**config.mk**
```make
export PLATFORM = sky130hd
export DESIGN_NAME = lsu_ctrl_flat
export DESIGN_NICKNAME = d
export VERILOG_FILES = /design/src/rtl/riscv_pkg.sv /design/src/rtl/lsu_ctrl_if.sv /design/src/rtl/lsu_align.sv /design/src/rtl/lsu_ctrl.sv /design/src/flat_wrapper.sv
export SDC_FILE = /design/constraint.sdc
export NUM_CORES = 1
export LEC_CHECK = 0
export BUFFER_PORTS_ARGS = -buffer_cell sky130_fd_sc_hd__buf_2
export CAP_MARGIN = 20
export CORE_ASPECT_RATIO = 0.5
export CORE_MARGIN = 5
export CORE_UTILIZATION = 45
export DETAILED_ROUTE_END_ITERATION = 8
export PLACE_DENSITY_LB_ADDON = 0.12
export SYNTH_ARGS = -nofsm -noshare
export SYNTH_HDL_FRONTEND = slang
export SYNTH_HIERARCHICAL = 1
export SYNTH_SLANG_ARGS = --single-unit
```
**constraint.sdc**
```tcl
create_clock -name clk -period 8.4 [get_ports clk]
set_input_delay 1.68 -clock clk [delete_from_list [all_inputs] [get_ports clk]]
set_output_delay 1.68 -clock clk [all_outputs]
set_load 0.01 [all_outputs]
```
**src/rtl/riscv_pkg.sv**
```systemverilog
// Shared RISC-V definitions: load/store size codes, LSU states and the
// major opcodes the decoder uses to raise mem_rd/mem_wr.
package riscv_pkg;

    typedef enum logic [2:0] {
        MASK_B  = 3'b000,
        MASK_H  = 3'b001,
        MASK_W  = 3'b010,
        MASK_BU = 3'b100,
        MASK_HU = 3'b101
    } mask_e;

    typedef enum logic [1:0] {
        IDLE,
        REQ,
        RSP,
        DONE
    } lsu_state_e;

    localparam logic [6:0] OPC_LOAD   = 7'b0000011;
    localparam logic [6:0] OPC_STORE  = 7'b0100011;
    localparam logic [6:0] OPC_OP_IMM = 7'b0010011;
    localparam logic [6:0] OPC_OP     = 7'b0110011;
    localparam logic [6:0] OPC_BRANCH = 7'b1100011;

    // Stores have no unsigned variants, so BU/HU are only legal for loads.
    function automatic logic mask_legal(input logic [2:0] mask, input logic store);
        logic ok;
        case (mask)
            MASK_B, MASK_H, MASK_W: ok = 1'b1;
            MASK_BU, MASK_HU:       ok = !store;
            default:                ok = 1'b0;
        endcase
        return ok;
    endfunction

endpackage

```
**src/rtl/lsu_ctrl_if.sv**
```systemverilog
// Data-memory bus: req/gnt address phase followed by an rvalid response
// phase that is used for both reads and writes.
interface lsu_ctrl_if;
    logic        req;
    logic        we;
    logic [31:0] addr;
    logic [3:0]  be;
    logic [31:0] wdata;
    logic        gnt;
    logic        rvalid;
    logic [31:0] rdata;
    logic        err;

    modport master (output req, we, addr, be, wdata, input gnt, rvalid, rdata, err);
    modport slave  (input req, we, addr, be, wdata, output gnt, rvalid, rdata, err);
endinterface

```
**src/rtl/lsu_align.sv**
```systemverilog
// Combinational byte-lane logic: store byte enables and lane replication,
// misalign/illegal detection and load extraction with sign/zero extension.
module lsu_align
    import riscv_pkg::*;
(
    input  logic [2:0]  mask,
    input  logic        store,
    input  logic [1:0]  addr_lo,
    input  logic [31:0] wdata,
    input  logic [31:0] rdata,
    output logic [3:0]  be,
    output logic [31:0] wdata_lane,
    output logic        misalign,
    output logic        illegal,
    output logic [31:0] rdata_ext
);

    logic [31:0] shifted;
    logic        sext;

    always_comb begin
        // NOTE: every output gets a default first so no path can infer a latch.
        be         = 4'b0000;
        wdata_lane = '0;
        misalign   = 1'b0;
        rdata_ext  = '0;
        illegal    = !mask_legal(mask, store);
        shifted    = rdata >> {addr_lo, 3'b000};
        sext       = !mask[2];

        case (mask[1:0])
            2'b00: begin
                be         = 4'b0001 << addr_lo;
                wdata_lane = {4{wdata[7:0]}};
                rdata_ext  = {{24{sext & shifted[7]}}, shifted[7:0]};
            end
            2'b01: begin
                misalign   = addr_lo[0];
                be         = addr_lo[1] ? 4'b1100 : 4'b0011;
                wdata_lane = {2{wdata[15:0]}};
                rdata_ext  = {{16{sext & shifted[15]}}, shifted[15:0]};
            end
            2'b10: begin
                misalign   = (addr_lo != 2'b00);
                be         = 4'b1111;
                wdata_lane = wdata;
                rdata_ext  = shifted;
            end
            default: ;
        endcase

        // Loads always fetch the whole word and pick the lane on return.
        if (!store) be = 4'b1111;
    end

endmodule

```
**src/rtl/lsu_ctrl.sv**
```systemverilog
// Load/store unit: accepts a decoded memory op, runs one bus transaction,
// stalls the core meanwhile and formats load data for write-back.
module lsu_ctrl
    import riscv_pkg::*;
#(
    parameter int unsigned TIMEOUT_CYCLES = 255
) (
    input  logic        clk,
    input  logic        rst_n,
    input  logic        mem_rd_i,
    input  logic        mem_wr_i,
    input  logic [2:0]  mask_i,
    input  logic [31:0] addr_i,
    input  logic [31:0] wdata_i,
    output logic [31:0] rdata_o,
    output logic        stall_o,
    output logic        misalign_o,
    output logic        err_o,
    lsu_ctrl_if.master  bus
);

    localparam int CW = (TIMEOUT_CYCLES > 0) ? $clog2(TIMEOUT_CYCLES + 1) : 1;

    lsu_state_e  state_q, state_d;
    logic        we_q;
    logic [2:0]  mask_q;
    logic [1:0]  addr_lo_q;
    logic [31:0] addr_q;
    logic [3:0]  be_q;
    logic [31:0] wdata_q;
    logic        err_q;
    logic [CW-1:0] cnt_q;
    logic [31:0] rdata_q;

    logic        in_idle, in_flight, access, both, accept, timeout;
    logic [2:0]  align_mask;
    logic        align_store;
    logic [1:0]  align_addr;
    logic [3:0]  be_calc;
    logic [31:0] wdata_calc, rdata_ext;
    logic        misalign, illegal;

    assign in_idle   = (state_q == IDLE);
    assign in_flight = (state_q == REQ) || (state_q == RSP);
    assign access    = mem_rd_i | mem_wr_i;
    assign both      = mem_rd_i & mem_wr_i;
    assign accept    = in_idle & access & !both & !illegal & !misalign;
    assign timeout   = (TIMEOUT_CYCLES != 0) && in_flight && (cnt_q == CW'(TIMEOUT_CYCLES));

    // The decoder inputs are only meaningful in IDLE; afterwards the load
    // formatting must use the size and offset captured at accept.
    assign align_mask  = in_idle ? mask_i       : mask_q;
    assign align_store = in_idle ? mem_wr_i     : we_q;
    assign align_addr  = in_idle ? addr_i[1:0]  : addr_lo_q;

    lsu_align u_align (
        .mask       (align_mask),
        .store      (align_store),
        .addr_lo    (align_addr),
        .wdata      (wdata_i),
        .rdata      (bus.rdata),
        .be         (be_calc),
        .wdata_lane (wdata_calc),
        .misalign   (misalign),
        .illegal    (illegal),
        .rdata_ext  (rdata_ext)
    );

    always_ff @(posedge clk or negedge rst_n) begin
        // NOTE: sequential state uses non-blocking assignments only.
        if (!rst_n) state_q <= IDLE;
        else        state_q <= state_d;
    end

    always_comb begin
        state_d = state_q;
        case (state_q)
            IDLE: if (accept) state_d = REQ;
            REQ:  if (timeout) state_d = DONE;
                  else if (bus.gnt) state_d = RSP;
            RSP:  if (timeout || bus.rvalid) state_d = DONE;
            DONE: state_d = IDLE;
            default: state_d = IDLE;
        endcase
    end

    always_comb begin
        stall_o    = accept | in_flight;
        bus.req    = (state_q == REQ) & !timeout;
        misalign_o = in_idle & access & !both & !illegal & misalign;
        err_o      = (in_idle & access & (both | illegal)) | ((state_q == DONE) & err_q);
    end

    always_ff @(posedge clk or negedge rst_n) begin
        if (!rst_n) begin
            we_q      <= 1'b0;
            mask_q    <= 3'b000;
            addr_lo_q <= 2'b00;
            addr_q    <= '0;
            be_q      <= 4'b0000;
            wdata_q   <= '0;
            err_q     <= 1'b0;
            cnt_q     <= '0;
            rdata_q   <= '0;
        end else begin
            if (accept) begin
                we_q      <= mem_wr_i;
                mask_q    <= mask_i;
                addr_lo_q <= addr_i[1:0];
                addr_q    <= {addr_i[31:2], 2'b00};
                be_q      <= be_calc;
                wdata_q   <= wdata_calc;
                err_q     <= 1'b0;
            end

            if (in_flight && TIMEOUT_CYCLES != 0) cnt_q <= cnt_q + CW'(1);
            else                                  cnt_q <= '0;

            if (timeout) begin
                err_q <= 1'b1;
            end else if (state_q == RSP && bus.rvalid) begin
                if (bus.err)   err_q   <= 1'b1;
                else if (!we_q) rdata_q <= rdata_ext;
            end
        end
    end

    assign bus.we    = we_q;
    assign bus.addr  = addr_q;
    assign bus.be    = be_q;
    assign bus.wdata = wdata_q;
    assign rdata_o   = rdata_q;

endmodule

```
**src/flat_wrapper.sv**
```systemverilog
// flat-port wrapper written by rule: the top's interface ports become plain ports
module lsu_ctrl_flat import riscv_pkg::*;
#(
    parameter int unsigned TIMEOUT_CYCLES = 255
)
  (clk, rst_n, mem_rd_i, mem_wr_i, mask_i, addr_i, wdata_i, rdata_o, stall_o, misalign_o, err_o, bus_req, bus_we, bus_addr, bus_be, bus_wdata, bus_gnt, bus_rvalid, bus_rdata, bus_err);
  lsu_ctrl_if bus_i ();
  input  logic clk;
  input  logic rst_n;
  input  logic mem_rd_i;
  input  logic mem_wr_i;
  input  logic [2:0] mask_i;
  input  logic [31:0] addr_i;
  input  logic [31:0] wdata_i;
  output logic [31:0] rdata_o;
  output logic stall_o;
  output logic misalign_o;
  output logic err_o;
  output wire logic [$bits(bus_i.req)-1:0] bus_req;
  output wire logic [$bits(bus_i.we)-1:0] bus_we;
  output wire logic [$bits(bus_i.addr)-1:0] bus_addr;
  output wire logic [$bits(bus_i.be)-1:0] bus_be;
  output wire logic [$bits(bus_i.wdata)-1:0] bus_wdata;
  input wire logic [$bits(bus_i.gnt)-1:0] bus_gnt;
  input wire logic [$bits(bus_i.rvalid)-1:0] bus_rvalid;
  input wire logic [$bits(bus_i.rdata)-1:0] bus_rdata;
  input wire logic [$bits(bus_i.err)-1:0] bus_err;
  assign bus_req = bus_i.req;
  assign bus_we = bus_i.we;
  assign bus_addr = bus_i.addr;
  assign bus_be = bus_i.be;
  assign bus_wdata = bus_i.wdata;
  assign bus_i.gnt = bus_gnt;
  assign bus_i.rvalid = bus_rvalid;
  assign bus_i.rdata = bus_rdata;
  assign bus_i.err = bus_err;
  lsu_ctrl #(.TIMEOUT_CYCLES(TIMEOUT_CYCLES)) u_core (.clk(clk), .rst_n(rst_n), .mem_rd_i(mem_rd_i), .mem_wr_i(mem_wr_i), .mask_i(mask_i), .addr_i(addr_i), .wdata_i(wdata_i), .rdata_o(rdata_o), .stall_o(stall_o), .misalign_o(misalign_o), .err_o(err_o), .bus(bus_i));
endmodule
```
# Word level (Yosys, flattened, before mapping)
# Cells that the tools add are included.
[classes]
add_sub_neg = 1
eq_ne = 13
shifts = 2
n_mux = 20
bitwise = 18
n_reduce_logical = 18
[op_table]
columns = ["cell", "n"]
rows = [
  ["$pmux W32 S3", 2],
  ["$shr A32 B5 Y32", 1],
  ["$pmux W4 S3", 1],
  ["$and A1 B1 Y1", 11],
  ["$mux W2", 5],
  ["$add A8 B1 Y8 const B", 1],
  ["$eq A8 B8 Y1 const B", 1],
  ["$mux W4", 2],
  ["$mux W8", 1],
  ["$pmux W2 S4", 1],
  ["$eq A2 B2 Y1 const B", 3],
  ["$eq A3 B3 Y1 const B", 2],
  ["$logic_not A1 Y1", 6],
  ["$mux W1", 5],
  ["$eq A2 B1 Y1 const B", 2],
  ["$logic_not A2 Y1", 2],
  ["$ne A2 B2 Y1 const B", 2],
  ["$or A1 B1 Y1", 4],
  ["$pmux W1 S2", 2],
  ["$reduce_and A4 Y1", 1],
  ["$shl A1 B2 Y4 const A", 1],
  ["$eq A3 B1 Y1 const B", 1],
  ["$eq A3 B2 Y1 const B", 1],
  ["$logic_not A3 Y1", 1],
  ["other kinds (9)", 13],
]
[word_totals]
regBits = 115
output_inout_bits = 105

# Depth between registers and ports, before layout
[depth]
word_depth = 11
mapped_depth = 15
mapped_depth_nobuf = 12

# By module
# The synthesis kept the hierarchy.
[modules_own_cells]
columns = ["module", "n_inst", "cells_each", "area_per_inst_um2"]
rows = [
  ["lsu_ctrl", 1, 298, 4750.8],
  ["lsu_align", 1, 237, 1417.6],
]

# Least setup slack after synthesis
# No wires, ideal clock.
[synth_path]
path_kind = "input-to-output"
startpoint = "in mask_i[0]"
endpoint = "out stall_o"
t_arrival_ps = 3867
setup_slack_ps = 2853
cell_stages = 11
n_path_buf = 3
path_cell_list = "mux2_2 ha_1 or2_1 buf_2 nor2_2 nor2_1 a21oi_1 nor4b_2 buf_2 buf_2 or2_2"
[synth_via]
elab_chain_cells = 7
elab_cells_between_ends = 16
[synth_rtl]
columns = ["element", "line_no", "text"]
rows = [
  ["from (decl)", "flat_wrapper.sv:12", "input logic [2:0] mask_i;"],
  ["$mux W3 (*)", "lsu_ctrl.sv:52", "assign align_mask = in_idle ? mask_i : mask_q;"],
  ["$eq A3 B1 Y1 (tied with other cells)", "riscv_pkg.sv:29", "case (mask)"],
  ["$reduce_or A3 Y1 / $reduce_or A2 Y1 (equally long branches)", "riscv_pkg.sv:29", ""],
  ["$pmux W1 S2", "riscv_pkg.sv:29", ""],
  ["$and A1 B1 Y1", "lsu_ctrl.sv:47", "assign accept = in_idle & access & !both & !illegal & !misalign;"],
  ["$and A1 B1 Y1 (*)", "lsu_ctrl.sv:47", ""],
  ["$or A1 B1 Y1 (*)", "lsu_ctrl.sv:88", "stall_o = accept | in_flight;"],
  ["to (decl)", "flat_wrapper.sv:16", "output logic stall_o;"],
]
# Every way passes the cells marked *; elsewhere a longest branch is shown, timed or not.

# Final worst setup path
[layout_path]
startpoint = "in mask_i[0]"
endpoint = "out stall_o"
[layout_via]
elab_chain_cells = 7
elab_cells_between_ends = 16
[layout_rtl]
columns = ["element", "line_no", "text"]
rows = [
  ["$mux W3 (*)", "lsu_ctrl.sv:52", ""],
  ["via u_core.align_mask[0]", "lsu_ctrl.sv:36", "logic [2:0] align_mask;"],
  ["$eq A3 B1 Y1 (tied with other cells)", "riscv_pkg.sv:29", ""],
  ["$reduce_or A3 Y1 / $reduce_or A2 Y1 (equally long branches)", "riscv_pkg.sv:29", ""],
  ["$pmux W1 S2", "riscv_pkg.sv:29", ""],
  ["$and A1 B1 Y1", "lsu_ctrl.sv:47", ""],
  ["$and A1 B1 Y1 (*)", "lsu_ctrl.sv:47", ""],
  ["$or A1 B1 Y1 (*)", "lsu_ctrl.sv:88", ""],
]
# Mark *: on every way through the listed nets, which the timed path passes. The rest lies on a longest branch.

==> summary.txt <==
Route
  • Vias: 4867
  • Wire per inst: 18.5 um
  • Post-DRT Antenna Nets: 0
  • 1st-iter DRT viols: 406
  • Drt total wl: 16900 um
  • Drc violations: 0
  • Avg Vias per Cell: 5.34
  • Drt first pass iters: 6

Timing
  • Tcrit/Tclk final: 0.728
  • Fin. Hold Viols: 0
  • Max Transition Viols Final: 0
  • Fmax: 163 MHz
  • Hold_ws: 0.472 ns
  • RSZ-0062 raised after global routing: no
  • Setup tns final: 0 ns
  • Worst slew margin: 0.273
  • Clock Skew: 0.0125 ns
  • Final Critical Period: 6.12 ns
  • Final setup fails: 0
  • Worst Max-Slew Pin Slew: 1.09 ns

GRT
  • Gr usage total: 0.210
  • Vias in the first global route: 5073
  • Antenna violations before repair: 0
  • Gr ovfl total: 0
  • Global-route wire length before repair: 27000 um
  • Largest net degree at the start of global routing: 74

CTS
  • CTS Buf Count: 17
  • Resize count post-CTS: 0
  • Setup Fix Bufs, Post-CTS: 0
  • Worst-path clk slew: 0.06 ns
  • Root buffer cell: clkbuf_16
  • Post-CTS Hold Buffers: 0
  • H-tree depth: 4
  • TritonCTS clock tree: built
  • CTS sink count: 115
  • Max Root-Sink Buffers: 2
  • Clock Latency Late Sink: 0.41 ns

Critical path
  • Critical Path AT: 4.44 ns
  • Worst path bufs/invs: 2
  • CP Launch Type: input pin
  • Crit Path Category: in -> out
  • Slowest-stage cell, CP: or2_1
  • Reg-to-reg endpoint: u_core/mask_q[2]$_DFFE_PN0P_
  • Worst setup EP type: output port
  • FF-to-FF path depth: 12
  • CP Cell Sequence: buf_2 -> mux2_2 -> ha_1 -> or2_1 -> nor2_2 -> nor2_1 -> a21oi_1 -> nor4b_4 -> or2_2 -> buf_2
  • Worst Path Max Fanout: 15
  • Delay-heaviest family, CP: simple AND/OR/NAND/NOR gates
  • FF-to-FF Start: u_core/state_q[0]$_DFFE_PN0P_
  • Crit path top cell by count: buf_2
  • CP Data Required Time: 6.72 ns
  • Reg2Reg Setup Slack: 3.62 ns
  • Max incr delay on CP: 0.47 ns

Power and ir drop
  • P_leak: 3.95 nW
  • Total power per unit cell area: 429 nW/um^2
  • Worst-case vdd ir drop: 0.230 mV

Logic synthesis
  • Yosys Warn Count: 6
  • Ranking of synthesized cells by area: dfrtp_1 (47%), mux2_2 (15%), mux2_4 (7.3%)
  • Main synth FF type: dfrtp_1
  • Netlist cell types: 53
  • Commonest cells post-synth: dfrtp_1 (115), mux2_2 (81), nor2_1 (41)
  • Count leader, synth: dfrtp_1
  • Synth Cell Area: 6170 sq um
  • Share of the synthesized area in the top cell type: 0.467
  • Syn Inst Count: 535
  • Yosys top cell by area: dfrtp_1
  • Count of state elements after synthesis: 115
  • Syn Area/Cell: 11.5 sq um
  • Ys async rst share: 1.00
  • Register area share after synthesis: 0.467
  • Number of synthesized flops with an enable pin: 0

Floorplanning
  • Die Wd: 176 um
  • Initial Utilization: 0.458
  • Site Rows: 30
  • Core Area: 13500 sq um
  • Die ar.: 16300 sq um
  • Ports: 211
  • Vert. Die Dim: 92.8 um

Finish
  • Multi-input logic area: 2990 sq um
  • Number of fill cells in the layout: 1186
  • Nets: 838
  • Layout Area Growth over Synthesis: 26.9%
  • Reg area: 2880 sq um
  • Share of layout cells above drive strength 1: 0.508
  • # diodes: 0

Hold path
  • Worst Hold End: u_core/cnt_q[0]$_DFF_PN0_
  • Worst Min Path Start: u_core/cnt_q[0]$_DFF_PN0_
  • Worst Hold Depth: 1
  • Worst min path class: reg -> reg

Job
  • Max cap viols: 0

Placed design
  • Post-DP HPWL: 11900 um
  • PortBufs: 208
  • Gpl congestion: 0.817

Status
  • Status: finished clean
==> cell type report <==
type / instances / area share
inverters: 19 / 0.00911
well taps: 176 / 0.0281
clock inverters: 13 / 0.0190
flip-flops and latches: 115 / 0.368
clock buffers: 19 / 0.0578
repair buffers: 211 / 0.136
multi-input cells: 359 / 0.382
==> through the flow <==
step	utilization	worst slack, ns	std cells	power (mW)	cell area, sq um
floorplan	-	2.85	536	2.15	6170
global placement	0.536	2.38	880	2.61	7230
detailed placement	0.536	2.32	880	2.64	7230
CTS	0.581	2.31	912	3.39	7830
global route	0.581	2.11	912	3.60	7830
finish	0.581	2.28	912	3.36	7830
==> sequential cells by signal, summed over array words and instances, names as in the netlist <==
signal and flops:
u_core/bus.wdata 32, u_core/bus.addr 30, u_core/addr_lo_q 2, u_core/cnt_q 8, u_core/err_q 1, u_core/mask_q 3
u_core/bus.we 1, u_core/bus.be 4, u_core/rdata_o 32, u_core/state_q 2
==> logic make-up (layout without fill, tap and decap cells) <==
kind of cell	after synthesis	after routing	synth area share
flip-flops	115	115	0.467
AND/OR/NAND/NOR	115	115	0.0905
other	1	2	0.000608
buffers and inverters	62	262	0.0509
XOR/XNOR	4	4	0.00568
multiplexers	122	122	0.239
AO/OA/AOI/OAI	106	106	0.127
adder cells (fa/ha/maj)	10	10	0.0199
==> placed cells by master, fill, tap and decap left out, types with 4 or more instances in the layout <==
master	synthesis	final
and2_1	13	13
clkinv_4	0	4
buf_2	7	207
a21o_1	9	9
mux2i_1	11	11
a22oi_1	17	17
a21oi_1	16	16
nor2b_1	4	4
mux2_2	81	81
inv_1	18	18
dfrtp_1	115	115
nand2_1	30	30
clkbuf_16	0	17
mux2_4	30	30
buf_4	7	4
nor2_1	41	41
ha_1	9	8
a21oi_2	9	9
nor3_1	7	7
a222oi_1	8	8
a31oi_1	10	10
a2111oi_0	7	7
a21boi_0	4	4
o21ai_0	18	18
==> report_power, final <==
| group | switching [mW] | internal, mW | total, mW | leakage (nW) |
|---|---|---|---|---|
| clock | 0.272 | 0.456 | 0.728 | 0.287 |
| sequential | 0.117 | 0.783 | 0.900 | 1.45 |
| combinational | 0.958 | 0.771 | 1.73 | 2.21 |
==> layer usage <==
metal	wire (um)	vias up	GRT usage
met5	0	-	0
met4	269	0	0.0746
met3	1500	19	0.0706
met2	7900	206	0.330
met1	7230	2355	0.273
li1	-	2287	-
==> how the worst max path moves through the flow <==
| stage | from | to | slack, ns | cells past startpoint |
|---|---|---|---|---|
| floorplan | mask_i[0] | stall_o | 2.85 | 11 |
| global route | mask_i[0] | err_o | 2.11 | 11 |
| CTS | mask_i[0] | stall_o | 2.31 | 10 |
| detailed placement | mask_i[0] | stall_o | 2.32 | 10 |
| finish | mask_i[0] | stall_o | 2.28 | 10 |
| global placement | mask_i[0] | stall_o | 2.38 | 10 |
Note: power is estimated with default switching activity, not from simulation.
